[config.mk]
export PLATFORM = sky130hd
export DESIGN_NAME = vga_fb_arbiter
export DESIGN_NICKNAME = d
export VERILOG_FILES = /design/src/rtl/vga_fb_arbiter.sv
export SDC_FILE = /design/constraint.sdc
export NUM_CORES = 1
export LEC_CHECK = 0
export CAP_MARGIN = 20
export CORE_UTILIZATION = 56
export CTS_CLUSTER_DIAMETER = 60
export DETAILED_ROUTE_END_ITERATION = 6
export HOLD_SLACK_MARGIN = 0.05
export PLACE_DENSITY_LB_ADDON = 0.15
export REMOVE_ABC_BUFFERS = 1
export SYNTH_ARGS = -nofsm -noshare
export SYNTH_HDL_FRONTEND = slang
export SYNTH_SLANG_ARGS = --single-unit
[constraint.sdc]
create_clock -name clk_25mhz -period 4.57 [get_ports clk_25mhz]
set_input_delay 0.914 -clock clk_25mhz [delete_from_list [all_inputs] [get_ports clk_25mhz]]
set_output_delay 0.914 -clock clk_25mhz [all_outputs]
set_load 0.1 [all_outputs]
[src/rtl/vga_fb_arbiter.sv]
// Purpose : arbitrates one single-port 1-bpp framebuffer RAM between VGA line prefetch (absolute
//           priority) and a pixel writer; ping-pong line buffers; serializes the current line to video.
// Latency : video 1 cycle after h_count/v_count; a line prefetch occupies h=640..681 of the previous line.
// Backpressure: the writer holds wr_req/wr_addr/wr_data until wr_ack; writes wait out a fetch, max 1 per 2 cycles.
//
// Ports: clk_25mhz/reset (sync, active-high); h_count/v_count from the 800x525 timing generator;
//        mem_addr/mem_rd/mem_rdata/mem_wr/mem_wdata to the RAM (read data returns the cycle after mem_rd);
//        wr_req/wr_addr/wr_data/wr_ack writer handshake; video pixel out; line_miss sticky underrun flag.
module vga_fb_arbiter #(
    parameter int H_ACTIVE = 640,
    parameter int V_ACTIVE = 480,
    parameter int V_TOTAL  = 525,
    parameter int WORDS    = H_ACTIVE / 16
) (
    input  logic        clk_25mhz,
    input  logic        reset,
    input  logic [9:0]  h_count,
    input  logic [9:0]  v_count,
    output logic [14:0] mem_addr,
    output logic        mem_rd,
    input  logic [15:0] mem_rdata,
    output logic        mem_wr,
    output logic [15:0] mem_wdata,
    input  logic        wr_req,
    input  logic [14:0] wr_addr,
    input  logic [15:0] wr_data,
    output logic        wr_ack,
    output logic        video,
    output logic        line_miss
);
    localparam int KW = $clog2(WORDS + 1);

    typedef enum logic [1:0] {IDLE, FETCH, DRAIN} state_t;

    state_t        state;
    logic [KW-1:0] k;          // next word index to issue
    logic [KW-1:0] rd_k;       // word index of the read currently on the RAM port
    logic [KW-1:0] cap_k;      // word index whose data is on mem_rdata this cycle
    logic          rd_q;       // mem_rdata carries fetch data this cycle
    logic          fsel;       // buffer being filled (target line bit 0)
    logic [14:0]   base;       // first RAM word of the target line
    logic [1:0]    valid;

    logic [15:0]   line_buf [2][WORDS];

    // Prefetch trigger at the start of hblank; the last active line and vblank have nothing to fetch,
    // except the final blank line, which fetches line 0 of the next frame.
    logic          trig;
    logic [9:0]    tgt;
    logic [14:0]   tgt_base;

    always_comb begin
        trig = 1'b0;
        tgt  = '0;
        if (h_count == 10'(H_ACTIVE)) begin
            if (v_count < 10'(V_ACTIVE - 1)) begin
                trig = 1'b1;
                tgt  = v_count + 10'd1;
            end else if (v_count == 10'(V_TOTAL - 1)) begin
                trig = 1'b1;
                tgt  = '0;
            end
        end
    end

    // t*40 without a multiplier
    assign tgt_base = ({5'd0, tgt} << 5) + ({5'd0, tgt} << 3);

    // Pixel lookup, MSB of each word is the leftmost pixel
    logic active;
    logic pix_bit;

    assign active = (h_count < 10'(H_ACTIVE)) && (v_count < 10'(V_ACTIVE));

    always_comb begin
        pix_bit = 1'b0;
        if (active) begin
            pix_bit = line_buf[v_count[0]][h_count[9:4]][4'd15 - h_count[3:0]];
        end
    end

    always_ff @(posedge clk_25mhz) begin
        if (reset) begin
            state     <= IDLE;
            k         <= '0;
            rd_k      <= '0;
            cap_k     <= '0;
            rd_q      <= 1'b0;
            fsel      <= 1'b0;
            base      <= '0;
            valid     <= '0;
            mem_addr  <= '0;
            mem_rd    <= 1'b0;
            mem_wr    <= 1'b0;
            mem_wdata <= '0;
            wr_ack    <= 1'b0;
            video     <= 1'b0;
            line_miss <= 1'b0;
        end else begin
            mem_rd <= 1'b0;
            mem_wr <= 1'b0;
            wr_ack <= 1'b0;
            rd_q   <= mem_rd;
            cap_k  <= rd_k;

            case (state)
                IDLE: begin
                    if (trig) begin
                        // Word 0 goes out in the trigger cycle so the fetch finishes one cycle sooner
                        state        <= FETCH;
                        fsel         <= tgt[0];
                        base         <= tgt_base;
                        valid[tgt[0]] <= 1'b0;
                        mem_rd       <= 1'b1;
                        mem_addr     <= tgt_base;
                        rd_k         <= '0;
                        k            <= KW'(1);
                    end else if (wr_req && !wr_ack) begin
                        // The !wr_ack term keeps a still-held request from being issued twice
                        mem_wr    <= 1'b1;
                        mem_addr  <= wr_addr;
                        mem_wdata <= wr_data;
                        wr_ack    <= 1'b1;
                    end
                end
                FETCH: begin
                    if (k == KW'(WORDS)) begin
                        state <= DRAIN;
                    end else begin
                        mem_rd   <= 1'b1;
                        mem_addr <= base + 15'(k);
                        rd_k     <= k;
                        k        <= k + KW'(1);
                    end
                end
                DRAIN: begin
                    // Last word lands in line_buf on this same edge
                    valid[fsel] <= 1'b1;
                    state       <= IDLE;
                end
                default: state <= IDLE;
            endcase

            video <= active && valid[v_count[0]] && pix_bit;
            if (active && !valid[v_count[0]]) begin
                line_miss <= 1'b1;
            end
        end
    end

    // Line buffer storage carries no reset; the valid bits guard it.
    always_ff @(posedge clk_25mhz) begin
        if (!reset && rd_q) begin
            line_buf[fsel][cap_k] <= mem_rdata;
        end
    end

endmodule

Word-level counts from Yosys, hierarchy flattened
Memories as Yosys holds them, arrays and structs flattened.
Index checks and enable logic that the tools add are counted.
W data, S select, Z words.
{"block": "op_classes", "bitwise_logic": 7, "eq_ne": 9, "reduce_logical": 22, "order_cmp": 12, "addsub": 5, "n_mux": 40}
{"op": "$mux W640", "n": 1}
{"op": "$bmux W16 S6", "n": 1}
{"op": "$demux W16 S6", "n": 1}
{"op": "$mux W16", "n": 3}
{"op": "$mux W15", "n": 3}
{"op": "$pmux W15 S2", "n": 1}
{"op": "$mux W6", "n": 4}
{"op": "$pmux W6 S2", "n": 2}
{"op": "$eq A10 B10 Y1 const B", "n": 2}
{"op": "$lt A10 B9 Y1 const B", "n": 2}
{"op": "$mux W10", "n": 2}
{"op": "$add A15 B13 Y15", "n": 1}
{"op": "$add A15 B6 Y15", "n": 1}
{"op": "$ge A7 B7 Y1 const B", "n": 2}
{"op": "$not A6 Y7", "n": 2}
{"op": "$mux W1", "n": 13}
{"op": "$add A10 B1 Y10 const B", "n": 1}
{"op": "$lt A10 B10 Y1 const B", "n": 1}
{"op": "$logic_and A1 B1 Y1", "n": 9}
{"op": "$reduce_and A3 Y1", "n": 3}
{"op": "$pmux W2 S2", "n": 2}
{"op": "$lt A7 B1 Y1 const B", "n": 1}
{"op": "$add A6 B1 Y6 const B", "n": 1}
{"op": "$eq A6 B6 Y1 const B", "n": 1}
{"op": "other kinds (21)", "n": 35}
{"block": "totals", "ramBits": 1280, "output_inout_bits": 36, "regBits": 74, "n_memories": 1, "in_bits": 70, "wordCells": 110}
{"name": "line_buf", "depth": 2, "word_bits": 640, "read_ports": 1, "rd_ports_with_merged_regs": 0, "write_ports": 1, "line": "44", "rtl": "logic [15:0] line_buf [2][WORDS];"}

Longest topological paths before layout
{"block": "depth", "word_depth": 11, "depth_mapped": 20, "depth_no_buf": 16}

Worst setup path after synthesis
No wires, ideal clock.
{"block": "synth_timing", "path_kind": "input to register", "from": "in v_count[0]", "to": "reg mem_addr[11]", "arrival_time_ns": 4.364, "slack_ns": 0.074, "path_stages": 20, "path_buffers": 7, "setup_time_ns": 0.132, "cell_sequence": "buf_6 > buf_6 > buf_6 > buf_4 > buf_6 > buf_4 > buf_4 > inv_1 > ha_1 > and3_1 > fa_1 > a21oi_1 > a21oi_1 > o22ai_1 > o41ai_1 > a21oi_1 > xnor2_1 > nor2_1 > a2111oi_0 > nor3_1"}
{"block": "synth_via", "elab_chain_len": 6, "elab_cells_between_ends": 13}
{"element": "start, declared", "line": "18", "rtl": "input logic [9:0] v_count,"}
{"element": "$add A10 B1 Y10 or $lt A10 B9 Y1 (tied branches)", "line": "58, 56"}
{"element": "$mux W10 *", "line": "56", "rtl": "if (v_count < 10'(V_ACTIVE - 1)) begin"}
{"element": "$mux W10 *", "line": "55", "rtl": "if (h_count == 10'(H_ACTIVE)) begin"}
{"element": "net tgt[1]", "line": "49", "rtl": "logic [9:0] tgt;"}
{"element": "$add A15 B13 Y15 *", "line": "67", "rtl": "assign tgt_base = ({5'd0, tgt} << 5) + ({5'd0, tgt} << 3);"}
{"element": "$mux W15 *", "line": "108", "rtl": "if (trig) begin"}
{"element": "$pmux W15 S2 *", "line": "106", "rtl": "case (state)"}
{"element": "end signal, assigned", "line": "115", "rtl": "mem_addr <= tgt_base;"}
{"element": "end signal, assigned", "line": "121", "rtl": "mem_addr <= wr_addr;"}
{"element": "end signal, assigned", "line": "131", "rtl": "mem_addr <= base + 15'(k);"}
{"element": "end, declared", "line": "19", "rtl": "output logic [14:0] mem_addr,"}
The timed path passes the listed nets; every way through them passes the cells marked *.
A chain may end at the register's enable or synchronous reset.

Worst setup path in the final report
{"block": "layout_timing", "from": "in h_count[7]", "to": "reg mem_addr[11]"}
{"block": "layout_via", "elab_chain_len": 5, "elab_cells_between_ends": 8}
{"element": "start, declared", "line": "17", "rtl": "input logic [9:0] h_count,"}
{"element": "$eq A10 B10 Y1 *", "line": "55"}
{"element": "$mux W10", "line": "55"}
{"element": "$add A15 B13 Y15", "line": "67"}
{"element": "$mux W15", "line": "108"}
{"element": "$pmux W15 S2", "line": "106"}
Mark *: on every way between the ends. The rest lies on a longest branch, timed or not.

==> flow_summary.ini <==
[cells_and_area]
post-route-util = 0.654
instances_no_fill = 4411
final_layout_size_suffix_gt1_frac = 0.240
syn_to_final_growth_pct = 15.3
antenna_cells = 0
layout.nets = 3132

[clocking]
worstSkewPairLatency_ps = 750
post-cts-setup-buffers = 0
holdBufCountCts = 0
cts_tree = built
cts_inserted_buffers = 138
cts_resized = 0
clock-sinks = 1350
clk_pin_slew_ps = 60
clockBufferDepth = 3
cts-root-buf = clkbuf_16
htreeDepth = 4

[synth]
netlist_area_um2 = 53100
async_reset_ff_frac = 0
ys.flop_type = edfxtp_1
ys_ff_latch = 1350
synth_area_per_cell_um2 = 19.5
synth_seq_area_share = 0.751
yosysUniqueCellTypes = 72
yosys_warnings = 0
synth_cells = 2726
synth_edf_count = 1280

[floorplanning]
die_w_um = 310
row_count = 112
fp.coreArea_um2 = 93600
pin_count = 106
start_util = 0.567
die_area_um2 = 96000
die_h_um = 310

[worst_setup_path]
path_cells = clkdlybuf4s50_1, or4bb_1, nor4_2, buf_4, nand2_2, nor2_1, ha_1, fa_1, a21oi_1, a21oi_1, o22ai_1, o41ai_1, a21oi_1, xnor2_1, nor2_1, a2111oi_0, nor3_1
cpLargestDelayFamily = simple AND/OR/NAND/NOR gates
crit_top_cell = a21oi_1
max_stage_delay_ps = 660
arrival_ps = 4850
critPathSlowestCell = or4bb_1
crit_fanout = 5
worst_ep_required_time_ps = 5160
worstSetupStartpointType = input port
crit_path_end_kind = flop
path_class = in2reg
crit_buf_inv = 2

[global_routing]
grt_pass1_wl_um = 200000
overflow = 0
antenna_found_initial = 2
grt_max_degree = 72
grt_pass1_vias = 28400
grt_usage = 0.295

[placement]
dpl.hpwl_um = 87400
dp_cells = 4159
portBuffers = 105
pre_cts_slack_ps = -353
place.gp.congestion = 0.940

[run]
maxCapViolCount = 0

[route]
viasPerCell = 6.50
wire_per_inst_um = 31.3
drt_iter0_markers = 3657
route.detailed.drc = 0
ant_nets = 0
num_vias = 28700
firstDrtPassIters = 6
drt_wl_total_um = 138000

[timing]
slew_viol_final = 0
fin_crit_sh = 0.934
fin_ws_ps = 303
hold_viol = 0
setup-tns-final_ps = 0
skew_ps = 23.7
finalCriticalPeriod_ps = 4270
slew_headroom = 0.233
setup_viol = 0
grt_setup_unrepaired = false
worst_slew_pin_slew_ps = 1150
max_freq_mhz = 234

[power]
ir_drop_mv = 0.369
powerDensity_nw_per_um2 = 430
power_uw = 26300
leakagePower_uw = 0.0198

[run_status]
outcome = complete, no violations

[worst_hold_path]
hold_path_class = reg2reg
flip-flops by register name, indices dropped and copies added (netlist names), 2 cells and up:
| register | count |
|---|---|
| state | 2 |
| line_buf | 1280 |
| valid | 2 |
| mem_addr | 15 |
| cap_k | 6 |
| mem_wdata | 16 |
| rd_k | 6 |
| k | 6 |
| base | 12 |
metal layers:
metal  wire, um  global-route usage
met5          0                   0
met1      55300               0.426
met4       4270              0.0925
met3      14000              0.0680
met2      64400               0.451
final cells by class:
| cell class | count | area, um^2 |
|---|---|---|
| flip-flops and latches | 1350 | 39800 |
| clock inverters | 80 | 890 |
| repair buffers | 331 | 2860 |
| multi-input cells | 1208 | 12300 |
| fillers | 6352 | 32400 |
| well taps | 1254 | 1570 |
| clock buffers | 171 | 3640 |
| inverters | 17 | 63.8 |
report_power, final:
part | leakage (uW) | internal, uW | total (uW) | switching (uW)
sequential | 0.0121 | 13500 | 13600 | 12.6
combinational | 0.00556 | 505 | 1480 | 977
clock | 0.00221 | 6560 | 11300 | 4720
total | 0.0198 | 20600 | 26300 | 5710
per-stage QoR:
step           hold WS [ps]  cell area (um^2)
2_1_floorplan           421             52200
3_3_place_gp            440             56600
3_5_place_dp            449             56600
4_1_cts                 460             61200
5_1_grt                 477             61200
6_report                460             61200
Yosys cell counts, types with 21 or more instances:
library cell  instances  share of area
a211oi_1             21         0.0030
a21oi_1              89         0.0084
a22oi_1              44         0.0062
buf_2                32         0.0030
buf_6                23         0.0049
clkbuf_1             71         0.0050
dfxtp_1              70          0.026
edfxtp_1           1280           0.72
mux2i_1              80          0.015
mux4_2              295           0.13
nand2_1             140         0.0099
nand3_1              27         0.0025
nor2_1              155          0.011
nor2b_1              29         0.0034
nor3_1               41         0.0039
o21ai_0              32         0.0030
path summary, 6_finish.rpt:
path | from | to | slack (ps) | cells past startpoint
setup / recovery | h_count[7] | mem_addr[11] | 300 | 17
hold / removal | mem_wdata[5] | mem_wdata[5] | 460 | 2
setup reg to reg | line_buf[0][138] | video | 1490 | 8
hold reg to reg | mem_wdata[5] | mem_wdata[5] | 460 | 2
worst register-to-register path: cells and delay by family (launching register included):
family / cells / cell delay, ps
AO/OA/AOI/OAI: 5 / 1330
AND/OR/NAND/NOR: 2 / 740
multiplexers: 1 / 500
flip-flops: 1 / 370
cell families after synthesis:
kind of cell | Yosys count | share of synthesized area
DFF | 1350 | 0.751
and+or+nand+nor | 454 | 0.0391
muxes | 387 | 0.143
AOI/OAI and AO/OA | 323 | 0.0415
buffers and inverters | 168 | 0.0173
xor gates and xnor gates | 27 | 0.00446
adders and majority gates | 16 | 0.00406
other | 1 | 0.0000707
placed cells by master, fill, tap and decap left out, drive strengths merged, types with 6 or more instances in the layout:
master         instances
a2111oi                6
a211oi                21
a21oi                 89
a221oi                15
a22o                   8
a22oi                 44
a31oi                  6
a32oi                  9
and3                   7
buf                  247
bufinv                15
clkbuf               171
clkdlybuf4s50         84
clkinv                53
dfxtp                 70
edfxtp              1280
ha                    14
inv                   28
mux2                  12
mux2i                 80
mux4                 295
nand2                141
nand2b                11
nand3                 27
nor2                 155
nor2b                 29
nor3                  42
nor4                   8
o211ai                10
o21ai                 34
o221ai                18
o22ai                 20
xnor2                 14
xor2                  13
Power figures use the tool's default switching activity.
